**src/rtl/mem_access_unit_if.sv**
```systemverilog
// Request/acknowledge data bus between the memory-stage controller and the data memory.
interface mem_access_unit_if;
    logic        bus_req;
    logic        bus_we;
    logic [31:0] bus_addr;
    logic [3:0]  bus_be;
    logic [31:0] bus_wdata;
    logic        bus_ack;
    logic [31:0] bus_rdata;

    modport master (output bus_req, bus_we, bus_addr, bus_be, bus_wdata,
                    input  bus_ack, bus_rdata);
    modport slave  (input  bus_req, bus_we, bus_addr, bus_be, bus_wdata,
                    output bus_ack, bus_rdata);
endinterface

```
**src/rtl/mem_access_unit.sv**
```systemverilog
// Memory-stage access controller: runs one req/ack bus transaction per load/store,
// stalls the pipeline meanwhile, and returns aligned, extended load data.
module mem_access_unit #(
    parameter int TIMEOUT = 16
) (
    input  logic        clk,
    input  logic        rst_n,
    input  logic        valid_in,
    input  logic        mem_read,
    input  logic        mem_write,
    input  logic        byte_op,
    input  logic        half,
    input  logic        unsigned_ext,
    input  logic [31:0] addr,
    input  logic [31:0] wdata,
    output logic        stall,
    output logic        done,
    output logic [31:0] rdata_out,
    output logic        misalign,
    output logic        bus_err,
    mem_access_unit_if.master bus
);
    typedef enum logic [1:0] {IDLE, BUS, DONE} state_t;
    state_t state, state_nxt;

    logic        access, mis, go, timeout;
    logic        l_we, l_rd, l_byte, l_half, l_uns, err_q;
    logic [1:0]  l_off;
    logic [7:0]  cnt;
    logic [31:0] addr_q, wdata_q, ld_ext;
    logic [3:0]  be_q;
    logic [7:0]  ld_b;
    logic [15:0] ld_h;

    assign access   = valid_in & (mem_read | mem_write);
    assign mis      = (half & addr[0]) | (~byte_op & ~half & (addr[1:0] != 2'b00));
    assign misalign = (state == IDLE) & access & mis;
    assign go       = (state == IDLE) & access & ~mis;
    assign timeout  = (cnt == 8'(TIMEOUT - 1));

    always_ff @(posedge clk or negedge rst_n) begin
        if (!rst_n) state <= IDLE;
        else        state <= state_nxt;
    end

    always_comb begin
        state_nxt = state;
        stall     = 1'b0;
        case (state)
            IDLE: if (go) begin
                stall     = 1'b1;
                state_nxt = BUS;
            end
            BUS: begin
                stall = 1'b1;
                if (bus.bus_ack || timeout) state_nxt = DONE;
            end
            DONE:    state_nxt = IDLE;
            default: state_nxt = IDLE;
        endcase
    end

    // Lane select from the latched offset, then sign/zero extension.
    always_comb begin
        case (l_off)
            2'd0:    ld_b = bus.bus_rdata[7:0];
            2'd1:    ld_b = bus.bus_rdata[15:8];
            2'd2:    ld_b = bus.bus_rdata[23:16];
            default: ld_b = bus.bus_rdata[31:24];
        endcase
        ld_h = l_off[1] ? bus.bus_rdata[31:16] : bus.bus_rdata[15:0];
        if (l_byte)      ld_ext = {{24{~l_uns & ld_b[7]}}, ld_b};
        else if (l_half) ld_ext = {{16{~l_uns & ld_h[15]}}, ld_h};
        else             ld_ext = bus.bus_rdata;
    end

    always_ff @(posedge clk or negedge rst_n) begin
        if (!rst_n) begin
            l_we <= 1'b0; l_rd <= 1'b0; l_byte <= 1'b0; l_half <= 1'b0; l_uns <= 1'b0;
            l_off <= 2'b00; err_q <= 1'b0; cnt <= '0;
            addr_q <= '0; wdata_q <= '0; be_q <= '0; rdata_out <= '0;
        end else begin
            case (state)
                IDLE: if (go) begin
                    // A simultaneous read+write request is executed as a store.
                    l_we    <= mem_write;
                    l_rd    <= mem_read & ~mem_write;
                    l_byte  <= byte_op;
                    l_half  <= half;
                    l_uns   <= unsigned_ext;
                    l_off   <= addr[1:0];
                    err_q   <= 1'b0;
                    cnt     <= '0;
                    addr_q  <= {addr[31:2], 2'b00};
                    if (byte_op) begin
                        be_q    <= 4'b0001 << addr[1:0];
                        wdata_q <= {4{wdata[7:0]}};
                    end else if (half) begin
                        be_q    <= 4'b0011 << {addr[1], 1'b0};
                        wdata_q <= {2{wdata[15:0]}};
                    end else begin
                        be_q    <= 4'b1111;
                        wdata_q <= wdata;
                    end
                end
                BUS: begin
                    if (bus.bus_ack) begin
                        if (l_rd) rdata_out <= ld_ext;
                    end else if (timeout) begin
                        rdata_out <= '0;
                        err_q     <= 1'b1;
                    end else begin
                        cnt <= cnt + 8'd1;
                    end
                end
                default: ;
            endcase
        end
    end

    assign bus.bus_req   = (state == BUS);
    assign bus.bus_we    = (state == BUS) & l_we;
    assign bus.bus_addr  = addr_q;
    assign bus.bus_be    = be_q;
    assign bus.bus_wdata = wdata_q;
    assign done          = (state == DONE);
    assign bus_err       = (state == DONE) & err_q;
endmodule

```
**src/flat_wrapper.sv**
```systemverilog
// flat-port wrapper written by rule: the top's interface ports become plain ports
module mem_access_unit_flat 
#(
    parameter int TIMEOUT = 16
)
  (clk, rst_n, valid_in, mem_read, mem_write, byte_op, half, unsigned_ext, addr, wdata, stall, done, rdata_out, misalign, bus_err, bus_bus_req, bus_bus_we, bus_bus_addr, bus_bus_be, bus_bus_wdata, bus_bus_ack, bus_bus_rdata);
  mem_access_unit_if bus_i ();
  input  logic clk;
  input  logic rst_n;
  input  logic valid_in;
  input  logic mem_read;
  input  logic mem_write;
  input  logic byte_op;
  input  logic half;
  input  logic unsigned_ext;
  input  logic [31:0] addr;
  input  logic [31:0] wdata;
  output logic stall;
  output logic done;
  output logic [31:0] rdata_out;
  output logic misalign;
  output logic bus_err;
  output wire logic [$bits(bus_i.bus_req)-1:0] bus_bus_req;
  output wire logic [$bits(bus_i.bus_we)-1:0] bus_bus_we;
  output wire logic [$bits(bus_i.bus_addr)-1:0] bus_bus_addr;
  output wire logic [$bits(bus_i.bus_be)-1:0] bus_bus_be;
  output wire logic [$bits(bus_i.bus_wdata)-1:0] bus_bus_wdata;
  input wire logic [$bits(bus_i.bus_ack)-1:0] bus_bus_ack;
  input wire logic [$bits(bus_i.bus_rdata)-1:0] bus_bus_rdata;
  assign bus_bus_req = bus_i.bus_req;
  assign bus_bus_we = bus_i.bus_we;
  assign bus_bus_addr = bus_i.bus_addr;
  assign bus_bus_be = bus_i.bus_be;
  assign bus_bus_wdata = bus_i.bus_wdata;
  assign bus_i.bus_ack = bus_bus_ack;
  assign bus_i.bus_rdata = bus_bus_rdata;
  mem_access_unit #(.TIMEOUT(TIMEOUT)) u_core (.clk(clk), .rst_n(rst_n), .valid_in(valid_in), .mem_read(mem_read), .mem_write(mem_write), .byte_op(byte_op), .half(half), .unsigned_ext(unsigned_ext), .addr(addr), .wdata(wdata), .stall(stall), .done(done), .rdata_out(rdata_out), .misalign(misalign), .bus_err(bus_err), .bus(bus_i));
endmodule
```
**config.mk**
```make
export PLATFORM = sky130hd
export DESIGN_NAME = mem_access_unit_flat
export DESIGN_NICKNAME = d
export VERILOG_FILES = /design/src/rtl/mem_access_unit_if.sv /design/src/rtl/mem_access_unit.sv /design/src/flat_wrapper.sv
export SDC_FILE = /design/constraint.sdc
export NUM_CORES = 1
export LEC_CHECK = 0
export CAP_MARGIN = 20
export CORE_MARGIN = 1.5
export CORE_UTILIZATION = 43
export CTS_BUF_LIST = sky130_fd_sc_hd__clkbuf_4
export DETAILED_ROUTE_END_ITERATION = 10
export PLACE_DENSITY = 0.79
export SLEW_MARGIN = 0
export SYNTH_ARGS = -nofsm -noshare
export SYNTH_HDL_FRONTEND = slang
export SYNTH_SLANG_ARGS = --single-unit
```
**constraint.sdc**
```tcl
create_clock -name clk -period 2 [get_ports clk]
set_input_delay 0.2 -clock clk [delete_from_list [all_inputs] [get_ports clk]]
set_output_delay 0.2 -clock clk [all_outputs]
set_load 0.01 [all_outputs]
```
==> results of run 1 <==
## what timing repair did
action | CTS | global route
endpoints found under the setup margin | 18 | 7
hold endpoints to repair | 39 | 0
hold buffers | 1 | 0
pin swaps | 0 | 2
gates resized for setup | 16 | 4
## synth_stat cells, drive strengths merged (2+ instances only)
master	instances
buf	25
mux4	8
a22o	9
a221o	17
xnor2	5
nor3b	2
a21o	2
a21oi	34
nor4	2
nor3	3
mux2	54
clkbuf	13
o22ai	2
and2	3
mux2i	26
and3	13
nor2b	3
inv	6
nor2	19
nand2	24
o2bb2ai	8
nand3	8
a211oi	9
or2	17
dfrtp	116
o21ai	14
a31oi	8
nand2b	2
## placed cells by master, fill, tap and decap left out, types with 3 or more instances in the layout
master and n:
clkdlybuf4s50_1 202, dfrtp_1 115, mux2_2 54, buf_4 47, a21oi_1 34, mux2i_1 26
nand2_1 23, or2_2 17, a221o_1 17, clkbuf_4 17, nor2_1 16, o21ai_0 13
and3_1 11, a22o_1 9, a211oi_1 9, nand3_1 8, a31oi_1 8, o2bb2ai_1 8
clkinv_1 7, inv_1 6, mux4_2 5, xnor2_1 5, clkinv_2 5, mux4_1 3
nor3_1 3, bufinv_16 3, dlygate4sd2_1 3, buf_12 3
## cells by family (layout without fill, tap and decap cells)
group                      after synthesis  in the layout  share of synthesized area (%)
DFF                                    116            116                          52.41
xor gates and xnor gates                 5              5                         0.7906
adders and majority gates                1              1                         0.2259
muxes                                   88             88                          19.13
other                                    1              2                        0.06770
and+or+nand+nor                         99             99                          9.600
AOI/OAI and AO/OA                      110            110                          13.80
buffers and inverters                   45            296                          3.975
## worst max-delay path: cells and delay by family, from the launching register on
| kind | cells | cell delay, ps |
|---|---|---|
| buffers and inverters | 2 | 680 |
| and+or+nand+nor | 1 | 150 |
| DFF | 1 | 350 |
## worst min path at each step
stage,to
floorplan,u_core.bus.bus_addr[10]$_DFFE_PN0P_
global placement,u_core.l_we$_DFFE_PN0P_
detailed placement,u_core.cnt[6]$_DFFE_PN0P_
CTS,u_core.cnt[6]$_DFFE_PN0P_
global route,u_core.l_rd$_DFFE_PN0P_
finish,u_core.cnt[6]$_DFFE_PN0P_
## routing by layer
| metal | share of wire, % | GRT usage (%) | wire length (um) |
|---|---|---|---|
| met2 | 48 | 38.35 | 7631 |
| met4 | 2.3 | 9.837 | 363 |
| met3 | 10 | 8.355 | 1582 |
| met5 | 0 | 0 | 0 |
| met1 | 39 | 29.49 | 6231 |
## final cells by class
class,instances,share of cell area (%)
clock buffer,17,1.529
clock inverter,15,1.739
inverter,7,0.3148
multi-input combinational,305,29.38
sequential,116,34.79
tap,172,2.578
timing repair buffer,257,29.67
## registers in the layout, summed over array words and instances, names as in the netlist, 2 cells and up
signal,count
u_core.bus.bus_addr,30
u_core.bus.bus_be,4
u_core.bus.bus_wdata,32
u_core.cnt,8
u_core.l_off,2
u_core.rdata_out,32
u_core.state,2
## metrics by stage
| step | setup TNS [ps] | hold WS, ps | utilization, % | total power, mW | setup WS (ps) |
|---|---|---|---|---|---|
| after floorplan | 0 | -95.59 | - | 5.427 | 138.2 |
| after global placement | -3216 | 208.8 | 64.01 | 7.645 | -140.8 |
| after detailed placement | -5596 | 217.0 | 64.01 | 7.786 | -211.0 |
| after CTS | -29.54 | 171.8 | 66.38 | 9.490 | -29.54 |
| after global routing | 0 | 215.1 | 66.41 | 9.924 | 1.241 |
| final | 0 | 196.6 | 66.41 | 9.415 | 94.48 |
## power by group
group          internal [mW]  switching [mW]  total (mW)
Clock                  0.829           0.844        1.67
Sequential              3.15           0.532        3.68
Combinational           2.47            1.59        4.06
==> reports/metrics.csv, run 1 <==
metric,value,unit
status,"finished, final reports clean",
place_congestion,0.8494,
rsz0062_at_grt,false,
ant_nets,0,
rows,41,
multi_input_area,2452,um2
yosysWarnings,0,
crit_start,u_core.state[1]$_DFFE_PN0P_,
r2r_slack,100,ps
die_y,116.5,um
dieArea,13570,um2
synth-seq-area-share,52.41,%
timing.fmax,0.5248,GHz
async_flop_share,100.0,%
leakagePower,3.610,nW
io-pin-count,211,
netlist.area_leader.share,52.41,%
slowest_stage,clkdlybuf4s50_1,
synth_flop_cell,dfrtp_1,
drv_cap,0,
max_stage_delay,550,ps
htree_levels,4,
fin_crit_sh,95.28,%
fin_area,8347,um2
grt_usage,23.86,%
grt_max_degree,43,
tightest_slew,663.6,ps
synth_cell_types,51,
report.final.slew_viol_count,0,
seq_area,2904,um2
portBuffers,208,
crit_end,done,
clock-sinks,116,
synthTopCellsByArea,"dfrtp_1 52%, mux2_2 11%, mux2i_1 4.7%",
rr_endpoint,u_core.rdata_out[29]$_DFFE_PN0P_,
post_cts_buffers,0,
root_buffer,clkbuf_4,
syn2layout_area_growth,50.69,%
finClkSkew,19.09,ps
ys_ff_latch,116,
crit_required,1800,ps
syn_area,5539,um2
insertion_delay,530,ps
yosys.area.top_type,dfrtp_1,
layout-drive-gt1-share,23.01,%
hp-class,in -> async,
crit_chain,buf_4 > nor2b_2 > clkdlybuf4s50_1,
cts_tree,done,
vdd_drop_max,0.5988,mV
routed_wl,15.81,mm
cts_max_path_buffers,2,
grt_overflow,0,
synthCells,465,
cts_buffers,17,
fill_cells,976,
grt_pass1_wl,24.38,mm
dpl.hpwl,11.96,mm
drc,0,
placed_area,8045,um2
drt-vias-per-instance,5.452,
finalCriticalPeriod,1906,ps
grt_pass1_vias,4835,
powerDensity,1128,nW/um2
grt_antenna_before_repair,0,
dr.pass1.iters,4,
post_drt_wl_per_cell,17.78,um
first_iter_violations,429,
hold_viol,0,
clk_pin_slew,100,ps
end_kind,primary output,
core_area,12570,um2
regToRegStartpoint,u_core.state[1]$_DFFE_PN0P_,
syn_avg_cell_area,11.91,um2
synth_edf_count,0,
placed_cells,856,
diodes,0,
r2r_cells,5,
slew_headroom,55.66,%
crit_type,reg -> out,
setup_viol,0,
cp-start-kind,flop,
num-nets-final,810,
initial_utilization,44.07,%
fin_cells,889,
arrival,1710,ps
cp_max_fo,3,
die_width,116.5,um
num_vias,4847,
Power figures use the tool's default switching activity.
==> run 2: changes to the inputs <==
--- a/config.mk
+++ b/config.mk
@@ -6,9 +6,10 @@
 export NUM_CORES = 1
 export LEC_CHECK = 0
 export CAP_MARGIN = 20
-export CORE_MARGIN = 1.5
+export CORE_MARGIN = 2
 export CORE_UTILIZATION = 43
 export CTS_BUF_LIST = sky130_fd_sc_hd__clkbuf_4
+export CTS_CLUSTER_DIAMETER = 30
 export DETAILED_ROUTE_END_ITERATION = 10
 export PLACE_DENSITY = 0.79
 export SLEW_MARGIN = 0
==> constraint.sdc (replaced) <==
create_clock -name clk -period 1.87 [get_ports clk]
set_input_delay 0.187 -clock clk [delete_from_list [all_inputs] [get_ports clk]]
set_output_delay 0.187 -clock clk [all_outputs]
set_load 0.01 [all_outputs]
==> run 2 against run 1 <==
Hold slack better by 10 ps. Highest routed layer unchanged. Largest cell class unchanged. The flow now finishes with violations (setup timing). Clock power shrank 17%. Global-route usage shrank 0.99 points. Utilization decreased by 0.19 points. Setup slack worse by 110 ps. Largest power group unchanged. Final area rose by 0.12%. Via count decreased by 0.99%. Power grew 2.7%. Sequential power rose by 5.7%. Clock-buffer cell count is 4 higher.
==> reports/metrics.csv, run 2 (synthesis gave the netlist of run 1 again) <==
metric,value,unit
status,"complete, but fails checks",
violations,setup timing,
drt-vias-per-instance,5.416,
die_width,117.5,um
grt_pass1_vias,4865,
report.final.slew_viol_count,0,
io-pin-count,211,
portBuffers,208,
arrival,1700,ps
root_buffer,clkbuf_4,
routed_wl,15.89,mm
crit_chain,nor2_2 > buf_4 > and3_4 > nand2_4 > nand2_2 > buf_6,
fill_cells,993,
slew_headroom,64.47,%
cp-start-kind,flop,
htree_levels,4,
hold_viol,0,
seq_area,2903,um2
cp.depth,6,
path_delay_family,simple AND/OR/NAND/NOR gates,
cts_buffers,17,
rows,41,
fin_crit_sh,100.9,%
layout-drive-gt1-share,23.14,%
dpl.hpwl,11.48,mm
hp-class,in -> async,
place_congestion,0.8122,
crit_required,1680,ps
rsz0062_at_grt,true,
ant_nets,0,
switching_share,32.11,%
setup_ws,-16.66,ps
crit_start,u_core.state[1]$_DFFE_PN0P_,
clk_pin_slew,90,ps
intPower,6.567,mW
finalCriticalPeriod,1887,ps
crit_type,reg -> out,
layout_common_cells,"201 x clkdlybuf4s50_1, 116 x dfrtp_1, 54 x mux2_2",
cp_max_fo,4,
grt_pass1_wl,25.08,mm
max_stage_delay,400,ps
setup_viol,1,
core_area,12620,um2
power_frac_seq,40.2,%
syn2layout_area_growth,50.87,%
final_core_util,66.22,%
dp_slack,-171.5,ps
drv_cap,0,
num_vias,4799,
slowest_stage,dfrtp_1,
drc,0,
cts_max_path_buffers,2,
switchingPower,3.106,mW
clkPwrFrac,14.4,%
grt_usage,22.87,%
layout_commonest_cell,clkdlybuf4s50_1,
cts_tree,done,
post_drt_wl_per_cell,17.93,um
pwr-share-comb,45.3,%
r2r_slack,10,ps
finClkSkew,9.113,ps
grt_antenna_before_repair,1,
vdd_drop_max,0.5935,mV
insertion_delay,510,ps
initial_utilization,43.89,%
first_iter_violations,319,
grt_overflow,0,
r2r_cells,6,
dr.pass1.iters,4,
end_kind,primary output,
powerDensity,1158,nW/um2
clock-sinks,116,
die_y,117.5,um
grt_max_degree,45,
cp.buffers_inverters,2,
tightest_slew,533.0,ps
timing.fmax,0.5300,GHz
leakagePower,3.592,nW
rr_endpoint,u_core.rdata_out[24]$_DFFE_PN0P_,
dieArea,13810,um2
multi_input_area,2490,um2
num-nets-final,807,
regToRegStartpoint,u_core.state[1]$_DFFE_PN0P_,
## run 2: cell count changes in the layout (fill, tap and decap cells not counted), moves of 3 or more
cell	previous run	this run
clkinv_2	5	1
buf_4	47	36
buf_6	0	4
clkbuf_4	17	21
bufinv_16	3	0
## run 2: power by group through the flow
stage | Sequential (mW) | Combinational (mW) | Clock [mW]
after floorplan | 4.23 | 1.58 | 0
after global placement | 3.90 | 4.22 | 0
after detailed placement | 3.94 | 4.30 | 0
after CTS | 3.90 | 4.35 | 1.45
after global routing | 4.00 | 4.68 | 1.57
final | 3.89 | 4.39 | 1.39
## run 2: worst register-to-register path: cells and delay by family (launching register included)
family	cells	cell delay, ps
AND/OR/NAND/NOR	3	670
AO/OA/AOI/OAI	1	360
buffers and inverters	2	310
flip-flops	1	400
## run 2: how the worst max path moves through the flow
stage                                                   to  slack [ps]
after CTS                                         misalign         -90
after detailed placement  u_core.rdata_out[16]$_DFFE_PN0P_        -170
after global placement    u_core.rdata_out[29]$_DFFE_PN0P_        -120
final                                                stall         -20
after floorplan           u_core.rdata_out[21]$_DFFE_PN0P_           8
after global routing                                 stall        -100
## run 2: timing repair
item                                    4_1_cts  5_1_grt
endpoints found under the setup margin        5       53
setup buffers                                 4        2
endpoints found under the hold margin        37        0
hold buffers                                  1        0
cloned                                        0        4
gates resized for setup                      20       18
pin swaps                                     4        9
## run 2: metal layers
layer	track usage [%]	share of wire, %	vias up
met2	36.55	50	204
met1	28.59	40	2381
met5	0	0	-
li1	-	-	2197
met4	8.057	1.8	0
met3	8.624	8.2	17
## run 2: area by class of cell
type / instances / area share (%)
antenna: 1 / 0.02994
clock buffer: 21 / 1.887
clock inverter: 10 / 0.5091
inverter: 7 / 0.3144
multi-input combinational: 306 / 29.79
sequential: 116 / 34.74
tap: 172 / 2.575
timing repair buffer: 253 / 30.15
## run 2: per-stage QoR
| stage | instance area, um2 | power [mW] | hold slack [ps] | std cells | TNS (ps) |
|---|---|---|---|---|---|
| after floorplan | 5543 | 5.805 | -108.6 | 466 | 0 |
| after global placement | 7974 | 8.129 | 202.8 | 844 | -5258 |
| after global routing | 8357 | 10.25 | 197.4 | 886 | -713.7 |
| final | 8357 | 9.673 | 207.0 | 886 | -16.66 |
| after detailed placement | 7974 | 8.242 | 203.6 | 844 | -8087 |
| after CTS | 8229 | 9.703 | 171.4 | 880 | -123.9 |
